$ cat src/rtl/seq_shift.sv
// Multi-cycle barrel-less shifter: one 1-bit LSL/LSR/ASR/ROR step per clock.
// Rotate (mode 11) is compiled in only when SEQ_SHIFT_ROTATE_EN is defined; otherwise mode 11 acts as LSR.
module seq_shift #(
    parameter int WIDTH   = 16,
    parameter int SHAMT_W = 4
) (
    input  logic               clk,
    input  logic               rst,
    input  logic               start,
    input  logic [1:0]         mode,
    input  logic [SHAMT_W-1:0] amount,
    input  logic [WIDTH-1:0]   din,
    output logic               busy,
    output logic               done,
    output logic [WIDTH-1:0]   dout,
    output logic               carry,
    output logic               zero,
    output logic [1:0]         state_dbg
);

    // start is a request pulse, not a valid/ready pair: it is accepted only in IDLE or
    // DONE and silently dropped while busy; done is the single-cycle "result valid" strobe.
    typedef enum logic [1:0] {
        IDLE  = 2'd0,
        SHIFT = 2'd1,
        DONE  = 2'd2
    } state_t;

    state_t             state_q, state_d;
    logic [SHAMT_W-1:0] count_q, count_d;
    logic [1:0]         mode_q, mode_d;
    logic [WIDTH-1:0]   dout_q, dout_d;
    logic               carry_q, carry_d;
    logic               zero_q, zero_d;

    always_ff @(posedge clk or posedge rst) begin
        if (rst) begin
            state_q <= IDLE;
            count_q <= '0;
            mode_q  <= '0;
            dout_q  <= '0;
            carry_q <= 1'b0;
            zero_q  <= 1'b0;
        end else begin
            state_q <= state_d;
            count_q <= count_d;
            mode_q  <= mode_d;
            dout_q  <= dout_d;
            carry_q <= carry_d;
            zero_q  <= zero_d;
        end
    end

    always_comb begin
        state_d = state_q;
        count_d = count_q;
        mode_d  = mode_q;
        dout_d  = dout_q;
        carry_d = carry_q;
        zero_d  = zero_q;
        case (state_q)
            IDLE, DONE: begin
                if (start) begin
                    state_d = SHIFT;
                    count_d = amount;
                    mode_d  = mode;
                    dout_d  = din;
                    carry_d = 1'b0;
                end else if (state_q == DONE) begin
                    state_d = IDLE;
                end
            end
            SHIFT: begin
                if (count_q != '0) begin
                    count_d = count_q - SHAMT_W'(1);
                    case (mode_q)
                        2'b00: begin
                            dout_d  = {dout_q[WIDTH-2:0], 1'b0};
                            carry_d = dout_q[WIDTH-1];
                        end
                        2'b10: begin
                            dout_d  = {dout_q[WIDTH-1], dout_q[WIDTH-1:1]};
                            carry_d = dout_q[0];
                        end
`ifdef SEQ_SHIFT_ROTATE_EN
                        2'b11: begin
                            dout_d  = {dout_q[0], dout_q[WIDTH-1:1]};
                            carry_d = dout_q[0];
                        end
`endif
                        default: begin
                            // LSR, and mode 11 when rotate is not built in
                            dout_d  = {1'b0, dout_q[WIDTH-1:1]};
                            carry_d = dout_q[0];
                        end
                    endcase
                end else begin
                    state_d = DONE;
                    zero_d  = (dout_q == '0);
                end
            end
            default: state_d = IDLE;
        endcase
    end

    assign busy      = (state_q == SHIFT);
    assign done      = (state_q == DONE);
    assign dout      = dout_q;
    assign carry     = carry_q;
    assign zero      = zero_q;
    assign state_dbg = state_q;

endmodule

$ cat config.mk
export PLATFORM = sky130hd
export DESIGN_NAME = seq_shift
export DESIGN_NICKNAME = d
export VERILOG_FILES = /design/src/rtl/seq_shift.sv
export SDC_FILE = /design/constraint.sdc
export NUM_CORES = 1
export LEC_CHECK = 0
export CAP_MARGIN = 0
export CORE_AREA = 2 2 61 63
export DETAILED_ROUTE_END_ITERATION = 7
export DIE_AREA = 0 0 63 65
export PLACE_DENSITY = 0.87
export SYNTH_ARGS = -nofsm -noshare
export SYNTH_HDL_FRONTEND = slang
export SYNTH_SLANG_ARGS = --single-unit
$ cat constraint.sdc
create_clock -name clk -period 2.6 [get_ports clk]
set_clock_uncertainty 0.1 [all_clocks]
set_input_delay 0.65 -clock clk [delete_from_list [all_inputs] [get_ports clk]]
set_output_delay 0.65 -clock clk [all_outputs]
set_load 0.01 [all_outputs]
# Word level (Yosys, flattened, before mapping)
# Index checks and enable logic that the tools add are counted.
[totals]
elab_cells = 43
ff_bits = 26
[classes]
muxes = 15
n_reduce_logical = 11
eq_ne = 8
bitwise_logic = 1
addsub = 1
[op_table]
columns = ["cell", "n"]
rows = [
  ["16-bit one-hot mux with 2 select lines", 2],
  ["16-bit two-way mux", 2],
  ["16-bit zero test", 1],
  ["4-bit two-way mux", 2],
  ["4-bit one-hot mux with 2 select lines", 1],
  ["2-bit two-way mux", 3],
  ["2-bit != test, second input constant", 3],
  ["2-bit AND reduction", 3],
  ["2-bit equality test, second input constant", 2],
  ["2-bit zero test", 2],
  ["2-bit one-hot mux with 2 select lines", 1],
  ["4-bit AND reduction", 1],
  ["4-bit nonzero test", 1],
  ["4-bit by 1-bit subtractor with 4-bit output, second input constant", 1],
  ["1-bit two-way mux", 3],
  ["3-bit != test, second input constant", 1],
  ["3-bit AND reduction", 1],
  ["2-bit by 1-bit equality test with 1-bit output, second input constant", 1],
  ["2-bit by 1-bit != test with 1-bit output, second input constant", 1],
  ["1-bit one-hot mux with 2 select lines", 1],
  ["2-bit nonzero test", 1],
  ["2-bit OR reduction", 1],
  ["1-bit inverter", 1],
]

# Logic depth before layout (Yosys ltp)
[depth]
ltp_word = 4
ltp_mapped = 7
depth_no_buf = 6

# Worst setup path after synthesis
# OpenSTA, ideal clock, no wires.
[synth_timing]
path_type = "reg-to-output"
start = "reg state_q[1], in the netlist state_dbg[1]"
end = "out busy"
setup_slack_ns = 0.698
required_ns = 1.850
path_stages_with_launch = 6
arrival_ns = 1.152
cell_sequence = "dfrtp_1 -> nand2b_1 -> buf_4 -> inv_2 -> buf_4 -> buf_2"
[synth_between]
elab_chain_cells = 1
[synth_rtl]
columns = ["item", "line", "text"]
rows = [
  ["from (decl)", "29", "state_t state_q, state_d;"],
  ["from (signal assigned)", "45", "state_q <= state_d;"],
  ["2-bit by 1-bit equality test with 1-bit output", "106", "assign busy = (state_q == SHIFT);"],
  ["to (decl)", "13", "output logic busy,"],
]
# Every way passes these cells.

# Worst setup path in the final report
# Same ends and word-level chain as after synthesis.

==> impl_metrics.yaml <==
logic_synthesis:
  ys_seq_elements: 26
  synth_top_cells_by_count: "26 x dfrtp_1, 16 x a211oi_1, 14 x a22oi_1, 14 x o21a_1, 14 x o2bb2ai_1"
  async_reset_ff_share_pct: 100
  synth_seq_area_share_pct: 41.5
  synth_most_common_cell: "dfrtp_1"
  syn_inst: 154
  yosysWarnings: 0
  avgSynthCellArea_um2: 10.2
  synth.largest_area_cell: "dfrtp_1"
  synth_area_mm2: 0.00157
  synth_ff_type: "dfrtp_1"
  synth_top_area_share_pct: 41.5
  synth_edf_count: 0
  yosys-top-cells-area: "dfrtp_1 42%, o2bb2ai_1 7.8%, a211oi_1 7.7%"
  synth_nets: 181
  ys_types: 37
global_route:
  grt_max_degree: 28
  gr-total-overflow: 0
  busiest_layer: "met2"
  grt_use_met2_pct: 34.0
  antenna_found_initial: 0
  grt_util_met1_pct: 27.6
  grt_pass1_wl_um: 6860
  grt_pass1_vias: 1388
  use_met3_pct: 3.82
  grtUsageTotal_pct: 20.7
timing:
  worstMarginPinSlew_ps: 524
  grt_setup_unrepaired: "false"
  slew_viol_final: 0
  whs_ps: 450
  setup_violations: 0
  tns_ps: 0
  hold_viol: 0
  relSlewSlack_pct: 65.0
  min_period_ps: 2330
  period_share_pct: 89.5
  fmax_mhz: 430
cts:
  clk_latency_ps: 320
  holdBufCountCts: 0
  ctsResizeCount: 0
  htreeDepth: 1
  cts_tree: "yes"
  post_cts_buffers: 0
  root_buffer: "clkbuf_4"
  numCtsBuffers: 3
  cts.clk_slew.worst_paths_ps: 150
  clock_path_buffers: 2
  clock_sinks: 26
place:
  port_buffers: 46
  place.detailed.instances: 241
  gp_congestion: 0.782
  hpwlAfterDp_um: 2850
layout:
  n_antenna_cell: 0
  fin_cells: 245
  area_delta_synth_final_pct: 33.4
  layout.nets: 225
  drive_above_1_share_pct: 9.14
critical_path:
  cp.arrival_ps: 1580
  startpoint_type: "flop"
  crit_path_end_kind: "primary output"
  path_max_fanout: 5
  cp_data_required_time_ps: 1850
  critical_path_class: "flop to primary output"
worst_hold_path:
  hold_path.class: "flop to flop"
floorplan:
  die_area_mm2: 0.00410
  start_util_pct: 44.8
  die_w_um: 63
  row_count: 22
  pin_count: 47
  core_mm2: 0.00350
  die_h_um: 65
power:
  powerDensity_mw_per_mm2: 1360
  p_leak_nw: 0.809
  finalPower_mw: 2.85
  ir_drop_uv: 626
run_status:
  status: "finished clean"
routing:
  vias_per_cell: 5.73
  wire_per_inst_um: 16.6
  vias: 1403
  drc: 0
  wl_um: 4080
  ant_nets: 0
  drtIter0Drc: 67
  firstDrtPassIters: 5
run:
  maxCapViolCount: 0
area by class of cell:
cell class              instances  area [µm²]
well taps                      48        60.1
inverters                       7        26.3
clock buffers                   4        36.3
flip-flops and latches         26         651
multi-input cells             106         798
fillers                       306        1400
repair buffers                 54         520
layout by cell type (no fill, tap or decap), types with 4 or more instances in the layout:
cell,instances
nand2_1,8
inv_1,5
nor4_1,4
clkdlybuf4s50_1,46
a22oi_1,14
o2bb2ai_1,14
o21a_1,14
buf_4,8
a211oi_1,16
dfrtp_1,26
worst paths after layout:
path / startpoint / to / slack, ps / cells past startpoint
max: state_dbg[1] / busy / 270 / 3
min: carry / carry / 450 / 2
max reg2reg: count_q[1] / count_q[1] / 420 / 6
min reg2reg: carry / carry / 450 / 2
max in group asynchronous: rst / dout[9] / 1560 / 3
min in group asynchronous: rst / zero / 570 / 3
kinds of logic (layout without fill, tap and decap cells):
kind of cell,count (synthesis),after routing,share of synthesized area (%)
AO/OA/AOI/OAI,73,73,37.0
XOR/XNOR,1,1,0.559
adder cells (fa/ha/maj),2,2,1.60
buffers and inverters,22,65,7.58
flip-flops,26,26,41.5
multiplexers,3,3,2.00
AND/OR/NAND/NOR,27,27,9.74
worst max-delay path, cell delays in order, from the launching register on:
cell and delay, ps:
dfrtp_1 460, nand2b_1 200, inv_2 80, clkdlybuf4s50_1 530
stage by stage:
stage	utilization, %	cell area [µm²]	worst slack, ps
floorplan	-	1570	698
global placement	58.8	2060	401
detailed placement	58.8	2060	368
CTS	59.8	2090	263
global route	59.8	2090	214
finish	59.8	2090	274
where the power goes:
part / leakage, nW / switching (mW) / internal, mW
sequential: 0.311 / 0.260 / 0.613
combinational: 0.476 / 0.871 / 0.896
clock: 0.0210 / 0.123 / 0.0855
total: 0.809 / 1.25 / 1.60
metal layers:
layer / wire [µm] / part of all wire (%)
met1: 1810 / 44
met2: 2020 / 50
met3: 199 / 4.9
met4: 38 / 0.93
met5: 0 / 0
state kept, by name, summed over array words and instances (netlist names):
name	cells
dout	16
count_q	4
mode_q	2
state_dbg	2
carry	1
zero	1
Power figures use the tool's default switching activity.
==> RTL edit: new RTL, same settings <==
Add a define of `SEQ_SHIFT_ROTATE_EN`.
--- a/src/rtl/seq_shift.sv
+++ b/src/rtl/seq_shift.sv
@@ -1,5 +1,7 @@
 // Multi-cycle barrel-less shifter: one 1-bit LSL/LSR/ASR/ROR step per clock.
 // Rotate (mode 11) is compiled in only when SEQ_SHIFT_ROTATE_EN is defined; otherwise mode 11 acts as LSR.
+`define SEQ_SHIFT_ROTATE_EN
+
 module seq_shift #(
     parameter int WIDTH   = 16,
     parameter int SHAMT_W = 4
Behaviour: not the same (a bounded check fails within 4 cycles, from zero or initial values and one cycle with rst high).
==> RTL edit against the original RTL <==
Routed wire length decreased by 16%; critical path type unchanged; largest power group unchanged; design area is 2.5% lower; setup slack lost 0.041 ns; final cell count down 0.82%; highest routed layer unchanged; via count is 11% lower; area after synthesis shrank 1.2%; sequential cell count did not move; fmax decreased by 1.7%; count of clock-buffer cells in the layout is 1 lower; total power is 6.1% lower.
==> RTL edit: results (changes against the original RTL) <==
Placed design
The half-perimeter wire length after detailed placement is 2.52 mm (was 2.85 mm). The global placement routability congestion is 0.768 (was 0.782).

Pwr
The worst ir drop on vdd is 0.000483 V (was 0.000626 V). The leakage power is 0.904 nW (was 0.809 nW).

Timing
The relative max-transition margin is 0.434 (was 0.650). The worst hold slack is 0.405 ns (was 0.450 ns).

Global routing
The pin count of the biggest net entering global routing was 27 (was 28). The overall fraction of global-route tracks in use is 0.176 (was 0.207). The global-route wire length before repair was 5.70 mm (was 6.86 mm).

Critical path
The signal arrival time at the worst endpoint is 1.62 ns (was 1.58 ns). The stage delay of the slowest cell on the critical path is 0.55 ns (was 0.53 ns). The slack of the worst reg-to-reg path is 0.46 ns (was 0.42 ns). The critical-path maximum fanout is 8 (was 5).

Clock tree
The clock-pin transition on the worst setup and hold timing paths was 0.13 ns (was 0.15 ns). The maximum count of clock buffers along a single path was 2 (unchanged). The post-cts resize count is 0 (unchanged).

The number of buffers inserted during clock tree synthesis is 3 (unchanged).

Logic synthesis
Commonest cells in the netlist: sky130_fd_sc_hd__dfrtp_1, sky130_fd_sc_hd__nand2_1, sky130_fd_sc_hd__mux2i_1 (was sky130_fd_sc_hd__dfrtp_1, sky130_fd_sc_hd__a211oi_1, sky130_fd_sc_hd__a22oi_1, sky130_fd_sc_hd__o21a_1, sky130_fd_sc_hd__o2bb2ai_1). The sequential area share after synthesis is 0.420 (was 0.415). The primary flip-flop cell chosen by synthesis mapping is sky130_fd_sc_hd__dfrtp_1 (unchanged). The number of different library cells in the post-synthesis netlist came to 31 (was 37). Biggest area contributors in the synthesized netlist: sky130_fd_sc_hd__dfrtp_1, sky130_fd_sc_hd__mux2_4, sky130_fd_sc_hd__mux2i_1 (was sky130_fd_sc_hd__dfrtp_1, sky130_fd_sc_hd__o2bb2ai_1, sky130_fd_sc_hd__a211oi_1). The net count of the mapped netlist was 177 (was 181). The total of warnings raised by yosys is 0 (unchanged).

Finish
The antenna diode instance count is 0 (unchanged). The filler cell count in the final layout is 303 (was 306). The total number of nets in the final design is 224 (was 225).

The fraction of final layout cells with drive strength greater than 1 came to 0.138 (was 0.0914). The number of flip-flops in the largest register came to 16 (unchanged).

Routing
The initial DRC count is 56 (was 67). The average wire per standard cell is 14.0 microns (was 16.6 microns). The overall via count from detail_route is 1254 (was 1403). The residual DRC count came to 0 (unchanged). The number of iterations in the first detailed-routing pass is 4 (was 5).

Status
Status: completed (unchanged).
[RTL edit: worst paths after layout]
check / from / to / cells after the start
setup / recovery: state_dbg[1]$_DFFE_PP0P_ / busy / 3
hold / removal: zero$_DFFE_PP0P_ / zero$_DFFE_PP0P_ / 2
setup reg to reg: state_dbg[1]$_DFFE_PP0P_ / dout[14]$_DFFE_PP0P_ / 4
hold reg to reg: zero$_DFFE_PP0P_ / zero$_DFFE_PP0P_ / 2
max in group asynchronous: rst / dout[15]$_DFFE_PP0P_ / 3
min in group asynchronous: rst / dout[13]$_DFFE_PP0P_ / 3
[RTL edit: power breakdown]
part | switching [mW] | total (mW) | leakage, nW | internal [mW]
registers | 0.257 | 0.862 | 0.317 | 0.605
clock network | 0.111 | 0.166 | 0.0138 | 0.0541
logic | 0.715 | 1.65 | 0.574 | 0.933
[RTL edit: cell type report]
class                      count  area, sq um  area share
multi-input combinational    110          797       0.391
sequential                    26          651       0.319
timing repair buffer          49          483       0.237
tap                           48         60.1      0.0294
inverter                       7         26.3      0.0129
clock buffer                   3         22.5      0.0110
[RTL edit: through the flow]
step	setup WS [ns]	power [mW]	instance area, sq um	instances	utilization
finish	0.234	2.68	2040	243	0.583
global route	0.148	2.88	2040	243	0.583
CTS	0.215	2.69	2040	243	0.583
detailed placement	0.379	2.52	2020	240	0.577
global placement	0.406	2.46	2020	240	0.577
floorplan	0.929	2.05	1550	150	-
[RTL edit: metal layers]
metal	wire length (microns)	vias to the layer above	global-route usage
met5	0	-	0
met4	38	0	0.0722
met1	1500	601	0.223
li1	-	621	-
met2	1770	28	0.306
met3	107	4	0.0174
[RTL edit: cells by family after synthesis]
group | synth area share
AOI/OAI and AO/OA | 0.115
adders and majority gates | 0.0162
buffers and inverters | 0.0654
DFF | 0.420
muxes | 0.231
and+or+nand+nor | 0.153
